### config.mk
export PLATFORM = sky130hd
export DESIGN_NAME = wave_sequencer
export DESIGN_NICKNAME = d
export VERILOG_FILES = /design/src/rtl/gen_defs_pkg.sv /design/src/rtl/sine_quarter_lut.sv /design/src/rtl/wave_sequencer.sv
export SDC_FILE = /design/constraint.sdc
export NUM_CORES = 1
export LEC_CHECK = 0
export CORE_AREA = 2 2 53 79
export CTS_BUF_LIST = sky130_fd_sc_hd__clkbuf_8 sky130_fd_sc_hd__clkbuf_16
export DETAILED_ROUTE_END_ITERATION = 8
export DIE_AREA = 0 0 55 81
export MAX_ROUTING_LAYER = met4
export PLACE_DENSITY = 0.44
export SYNTH_ARGS = -nofsm -noshare
export SYNTH_HDL_FRONTEND = slang
export SYNTH_SLANG_ARGS = --single-unit
### constraint.sdc
create_clock -name CLK -period 3.6 [get_ports CLK]
set_input_delay 0.72 -clock CLK [delete_from_list [all_inputs] [get_ports CLK]]
set_output_delay 0.72 -clock CLK [all_outputs]
set_load 0.01 [all_outputs]
### src/rtl/gen_defs_pkg.sv
// Shared encodings for the waveform sequencer: waveform selects and FSM states.
// Used by the top and the sine ROM.
package gen_defs;

  typedef enum logic [1:0] {
    WAVE_SQUARE = 2'd0,
    WAVE_SAW    = 2'd1,
    WAVE_TRI    = 2'd2,
    WAVE_SINE   = 2'd3
  } wave_e;

  typedef enum logic [1:0] {
    ST_IDLE = 2'd0,
    ST_RUN  = 2'd1,
    ST_HOLD = 2'd2
  } state_e;

  localparam int SINE_IDX_BITS = 6;

endpackage

### src/rtl/sine_quarter_lut.sv
// Quarter-wave sine ROM, 64 entries, magnitude scaled to MAG_BITS.
// Latency: one registered cycle; no backpressure (free-running lookup).
// Used only when the top is built with SINE_LUT_EN.
module sine_quarter_lut
  import gen_defs::*;
#(
  parameter int MAG_BITS = 7
) (
  input  logic                     CLK,
  input  logic [SINE_IDX_BITS-1:0] idx,
  output logic [MAG_BITS-1:0]      mag
);

  localparam int W = MAG_BITS + 8;

  // round(255 * sin(i * pi / 128)), i = 0..63
  localparam logic [7:0] ROM [0:63] = '{
    8'd0,   8'd6,   8'd13,  8'd19,  8'd25,  8'd31,  8'd37,  8'd44,
    8'd50,  8'd56,  8'd62,  8'd68,  8'd74,  8'd80,  8'd86,  8'd92,
    8'd98,  8'd103, 8'd109, 8'd115, 8'd120, 8'd126, 8'd131, 8'd136,
    8'd142, 8'd147, 8'd152, 8'd157, 8'd162, 8'd167, 8'd171, 8'd176,
    8'd180, 8'd185, 8'd189, 8'd193, 8'd197, 8'd201, 8'd205, 8'd208,
    8'd212, 8'd215, 8'd219, 8'd222, 8'd225, 8'd228, 8'd231, 8'd233,
    8'd236, 8'd238, 8'd240, 8'd242, 8'd244, 8'd246, 8'd247, 8'd249,
    8'd250, 8'd251, 8'd252, 8'd253, 8'd254, 8'd254, 8'd255, 8'd255
  };

  // Table is a fraction of 256; rescale to the requested magnitude width.
  always_ff @(posedge CLK) begin
    mag <= MAG_BITS'((W'(ROM[idx]) << MAG_BITS) >> 8);
  end

endmodule

### src/rtl/wave_sequencer.sv
// Phase-accumulating waveform sequencer stepped by the divided-clock tick.
// Latency: phase at tick edge E, sample at E+1 (sine at E+2 when SINE_LUT_EN is defined).
// No backpressure: every accepted tick produces exactly one sample_valid pulse.
module wave_sequencer
  import gen_defs::*;
#(
  parameter int PHASE_BITS = 8,
  parameter int PHASE_STEP = 16
) (
  input  logic                  CLK,
  input  logic                  RESET,
  input  logic                  tick_in,
  input  logic                  run,
  input  logic                  clear,
  input  logic [1:0]            wave_sel,
  output logic [PHASE_BITS-1:0] sample_out,
  output logic                  sample_valid,
  output logic                  period_done,
  output logic [PHASE_BITS-1:0] phase_out,
  output logic                  busy
);

  localparam int N = PHASE_BITS;
  localparam logic [N-1:0] STEP = N'(PHASE_STEP);
  localparam logic [N-1:0] MID  = {1'b1, {(N-1){1'b0}}};

  state_e         state;
  wave_e          wave_q;
  logic           tick_q;
  logic           upd_q;
  logic [N-1:0]   phase;
  logic [N:0]     sum;
  logic           rise;

  assign rise      = tick_in & ~tick_q;
  assign sum       = {1'b0, phase} + {1'b0, STEP};
  assign busy      = (state != ST_IDLE);
  assign phase_out = phase;

  function automatic logic [N-1:0] wave_fn(input wave_e sel, input logic [N-1:0] p);
    logic [N-1:0] dbl;
    dbl = {p[N-2:0], 1'b0};
    case (sel)
      WAVE_SQUARE: wave_fn = {N{p[N-1]}};
      WAVE_SAW:    wave_fn = p;
      WAVE_TRI:    wave_fn = p[N-1] ? ~dbl : dbl;
      default:     wave_fn = MID;
    endcase
  endfunction

`ifdef SINE_LUT_EN
  logic [SINE_IDX_BITS-1:0] raw_idx;
  logic [SINE_IDX_BITS-1:0] lut_idx;
  logic [N-2:0]             lut_mag;
  logic                     sine_pend;
  logic                     sine_neg;

  // Narrow accumulators pad the missing low index bits with zeros.
  if (N >= 8) begin : g_idx_full
    assign raw_idx = phase[N-3:N-8];
  end else begin : g_idx_pad
    assign raw_idx = {phase[N-3:0], {(8-N){1'b0}}};
  end

  assign lut_idx = phase[N-2] ? ~raw_idx : raw_idx;

  sine_quarter_lut #(.MAG_BITS(N-1)) u_sine_lut (
    .CLK (CLK),
    .idx (lut_idx),
    .mag (lut_mag)
  );
`endif

  always_ff @(posedge CLK) begin
    if (RESET) begin
      tick_q       <= 1'b0;
      phase        <= '0;
      wave_q       <= WAVE_SQUARE;
      state        <= ST_IDLE;
      upd_q        <= 1'b0;
      sample_out   <= '0;
      sample_valid <= 1'b0;
      period_done  <= 1'b0;
`ifdef SINE_LUT_EN
      sine_pend    <= 1'b0;
      sine_neg     <= 1'b0;
`endif
    end else begin
      tick_q       <= tick_in;
      sample_valid <= 1'b0;
      period_done  <= 1'b0;
      upd_q        <= 1'b0;
`ifdef SINE_LUT_EN
      sine_pend    <= 1'b0;
`endif
      if (clear) begin
        state      <= ST_IDLE;
        phase      <= '0;
        sample_out <= '0;
      end else begin
        case (state)
          ST_IDLE: begin
            phase <= '0;
            if (run) begin
              state  <= ST_RUN;
              wave_q <= wave_e'(wave_sel);
            end
          end
          ST_RUN: begin
            if (!run) begin
              state <= ST_HOLD;
            end else if (rise) begin
              phase <= sum[N-1:0];
              upd_q <= 1'b1;
              // Select changes only land on a period boundary to keep the output glitch-free.
              if (sum[N]) begin
                period_done <= 1'b1;
                wave_q      <= wave_e'(wave_sel);
              end
            end
          end
          ST_HOLD: begin
            if (run) state <= ST_RUN;
          end
          default: state <= ST_IDLE;
        endcase

        if (upd_q) begin
`ifdef SINE_LUT_EN
          if (wave_q == WAVE_SINE) begin
            sine_pend <= 1'b1;
            sine_neg  <= phase[N-1];
          end else begin
            sample_out   <= wave_fn(wave_q, phase);
            sample_valid <= 1'b1;
          end
`else
          sample_out   <= wave_fn(wave_q, phase);
          sample_valid <= 1'b1;
`endif
        end

`ifdef SINE_LUT_EN
        if (sine_pend) begin
          sample_out   <= sine_neg ? (MID - {1'b0, lut_mag}) : (MID + {1'b0, lut_mag});
          sample_valid <= 1'b1;
        end
`endif
      end
    end
  end

endmodule

==> reports/results.env <==
POST-ROUTE-WORST-SETUP-SLACK_NS=1.34
CRIT_PATH_TOP_DELAY_CELL='sky130_fd_sc_hd__dfxtp_1'
POST_SYNTH_NUM_CELL_TYPES=33
YOSYS-TOP-CELLS-AREA='sky130_fd_sc_hd__dfxtp_1, sky130_fd_sc_hd__nand2b_1, sky130_fd_sc_hd__buf_4'
TIMING.CRITICAL_PATH.REQUIRED_NS=2.88
IR_WORST_VDD_mV=0.130
FLOORPLAN.DIE_AREA_UM2=4460
MIN_PERIOD_OVER_PERIOD_PCT=62.8
TIMING.CLOCK.SKEW_NS=0.00323
PORT-BUFFER-COUNT=21
DRT_WL_TOTAL_UM=1880
CRITICAL_PATH_SOURCE_TYPE='register'
ANTENNADIODECOUNT=0
SYNTH_SEQ_CELLS=17
CTS_HOLD_REPAIR.BUFFERS=0
FINAL_TOTAL_NEGATIVE_SETUP_SLACK_NS=0
EDFF_COUNT_SYNTH=0
WORST_HOLD_PATH.ENDPOINT='sample_out[7]'
CTS_SINKS=17
IOS=26
GRT_PASS1_WL_UM=3310
SYNTH.AVG_CELL_AREA_UM2=9.28
HOLD_PATH.STARTPOINT='sample_out[7]'
END_KIND='output port'
AVG_VIAS_PER_CELL=4.54
MIN_PATH_TYPE='register to register'
GLOBAL_ROUTE.USAGE.MET3_PCT=1.10
SYNTH_LARGEST_TYPE_AREA_FRACTION_PCT=37.4
DETAILEDROUTE.FIRSTPASSITERATIONCOUNT=4
CRIT_PATH_CELL_TRACE='or2_2 -> clkdlybuf4s50_1'
REG2REG_DEPTH=4
SYNTHMOSTINSTANTIATEDCELL='sky130_fd_sc_hd__dfxtp_1'
FLOORPLAN.DIE.HEIGHT_UM=81
GRT_START_MAX_NET_PINS=15
SYNTH_SEQ_AREA_SHARE_PCT=37.4
FINALNETCOUNT=123
PERIOD_NEEDED_NS=2.26
CRIT_PATH_MAX_FANOUT=9
STD_CELL_ROWS=28
TRITONCTS='yes'
CLOCK_TREE.ROOT_CELL='sky130_fd_sc_hd__clkbuf_8'
SETUP-VIOLATIONS-FINAL=0
CORE-AREA_UM2=3850
GLOBALROUTE.TOTALOVERFLOW=0
POWER_DENSITY_nW_PER_UM2=314
CTS-BUFFERS-INSERTED=3
ANT_NETS=0
DRT_DRC_VIOLATIONS_LEFT=0
MAX_STAGE_DELAY_NS=0.59
CTSHTREEMAXLEVEL=1
SYNTH.CELL_AREA_UM2=910
START_UTIL_PCT=23.6
ROUTABILITYCONGESTION=0.753
CRITICALPATHCATEGORY='register to output port'
CELLLEAKAGEPOWER_nW=0.377
TIMING.MAX_CAP.VIOLATIONS=0
POST_ROUTE_CELLS_DRIVE_ABOVE_1_SHARE_PCT=9.73
CLOCK_LATENCY_NS=0.25
DETAIL_ROUTE.WL_PER_CELL_UM=11.9
AREA.GROWTH.SYNTH_TO_FINAL_PCT=26.0
POST_SYNTH_INST_COUNT=98
SYNTH-ASYNC-RESET-RATIO_PCT=0
SYNTH.LARGEST_AREA_CELL='sky130_fd_sc_hd__dfxtp_1'
CLOCK_TREE.BUFFER_DEPTH=2
TIMING.FMAX_MHz=442
GLOBALROUTEMET1UTIL_PCT=11.8
YOSYS_WARNINGS=0
LAYOUT.CORE_UTILIZATION_PCT=29.7
RSZ0062_AT_GRT='false'
PLACE_WS_NS=1.38
VIAS=718
ARRIVAL_NS=1.54
FINALHOLDVIOLCOUNT=0
RR_STARTPOINT='phase_out[7]'
NUMBER_OF_GLOBAL_ROUTE_VIAS_BEFORE_REPAIR=687
YS_TOP_CELLS_BY_COUNT='sky130_fd_sc_hd__dfxtp_1, sky130_fd_sc_hd__nand2b_1, sky130_fd_sc_hd__buf_4, sky130_fd_sc_hd__nand2_1'
DPL.CELL_COUNT=154
GRT.MET2_USAGE_PCT=17.3
GROUTE.USAGE.OVERALL_PCT=10.4
POST_CTS_BUFFERS=0
YOSYS_MOST_USED_DFF='sky130_fd_sc_hd__dfxtp_1'
OUTCOME='completed'
DRTITER0DRC=6
CRITICAL_PATH.REG2REG.ENDPOINT='wave_q[0]'
MAXSLEWVIOLCOUNT=0
CTS_RESIZED=0
DIE_W_UM=55
WORST_HOLD_PATH.NUM_CELLS=2
CLK_PIN_SLEW_WORST_PATHS_NS=0.06
REG2REG_SETUP_SLACK_NS=1.83
ANTENNA_FOUND_INITIAL=0
FIN_CELLS=158
TOP_USAGE_LAYER='met2'
DPL.HPWL_UM=1490
## stage by stage
step | power [mW] | hold WS (ns) | instance area (µm²)
after floorplan | 0.219 | 0.489 | 921
after global placement | 0.230 | 0.463 | 1100
after detailed placement | 0.230 | 0.477 | 1100
after CTS | 0.369 | 0.489 | 1150
after global routing | 0.382 | 0.508 | 1150
final | 0.360 | 0.480 | 1150
## layout by cell type, fill, tap and decap left out, types with 2 or more instances in the layout
| cell | n |
|---|---|
| sky130_fd_sc_hd__nand3b_1 | 4 |
| sky130_fd_sc_hd__conb_1 | 4 |
| sky130_fd_sc_hd__or2_2 | 3 |
| sky130_fd_sc_hd__nand4b_1 | 2 |
| sky130_fd_sc_hd__inv_1 | 2 |
| sky130_fd_sc_hd__mux2i_1 | 5 |
| sky130_fd_sc_hd__nor2_1 | 3 |
| sky130_fd_sc_hd__clkbuf_8 | 3 |
| sky130_fd_sc_hd__o21ai_0 | 3 |
| sky130_fd_sc_hd__o22ai_1 | 2 |
| sky130_fd_sc_hd__clkdlybuf4s50_1 | 21 |
| sky130_fd_sc_hd__nand2b_1 | 10 |
| sky130_fd_sc_hd__o221a_2 | 2 |
| sky130_fd_sc_hd__nand2_1 | 7 |
| sky130_fd_sc_hd__a21oi_1 | 5 |
| sky130_fd_sc_hd__ha_1 | 2 |
| sky130_fd_sc_hd__a31oi_1 | 3 |
| sky130_fd_sc_hd__dfxtp_1 | 17 |
| sky130_fd_sc_hd__nor3_1 | 2 |
| sky130_fd_sc_hd__nand3_1 | 2 |
## layer usage
layer / vias to the layer above / wire length (µm)
li1: 365 / -
met1: 334 / 741
met2: 17 / 1010
met3: 2 / 90
met4: 0 / 29
met5: - / 0
## layout make-up
cell class,count,area [µm²]
fill,423,2710
multi-input combinational,70,490
sequential,17,340
timing repair buffer,21,210
tap,45,56.3
clock buffer,3,41.3
clock inverter,1,3.75
inverter,1,3.75
## power breakdown
| group | internal [mW] | switching, mW | leakage (nW) | total (mW) |
|---|---|---|---|---|
| logic | 0.0159 | 0.0131 | 0.213 | 0.0290 |
| registers | 0.191 | 0.00534 | 0.138 | 0.196 |
| clock network | 0.0755 | 0.0600 | 0.0269 | 0.135 |
| total | 0.282 | 0.0784 | 0.377 | 0.360 |
## worst max path at each step
stage / startpoint / to / cells past startpoint
final: state[0] / busy / 2
after CTS: state[0] / busy / 2
after detailed placement: tick_in / wave_q[0] / 4
after global placement: tick_in / wave_q[0] / 4
after global routing: state[0] / busy / 2
after floorplan: tick_in / wave_q[0] / 3
## registers in the layout, summed over array words and instances (netlist names)
| signal | flops |
|---|---|
| sample_valid | 1 |
| tick_q | 1 |
| sample_out | 5 |
| phase_out | 4 |
| wave_q | 2 |
| upd_q | 1 |
| state | 2 |
| period_done | 1 |
## critical path: cells and delay by family, from the launching register on
kind | cells | cell delay [ns]
and+or+nand+nor | 1 | 0.19
DFF | 1 | 0.59
buffers and inverters | 1 | 0.52
## cells by family after synthesis
kind of cell / after synthesis / synth area share (%)
xor+xnor: 1 / 0.963
flops: 17 / 37.4
other cells: 1 / 0.412
mux: 5 / 5.50
buf+inv: 14 / 9.90
compound gates: 19 / 16.0
fa+ha+maj: 2 / 2.75
simple gates: 39 / 27.1
(Power assumes the default switching activity.)
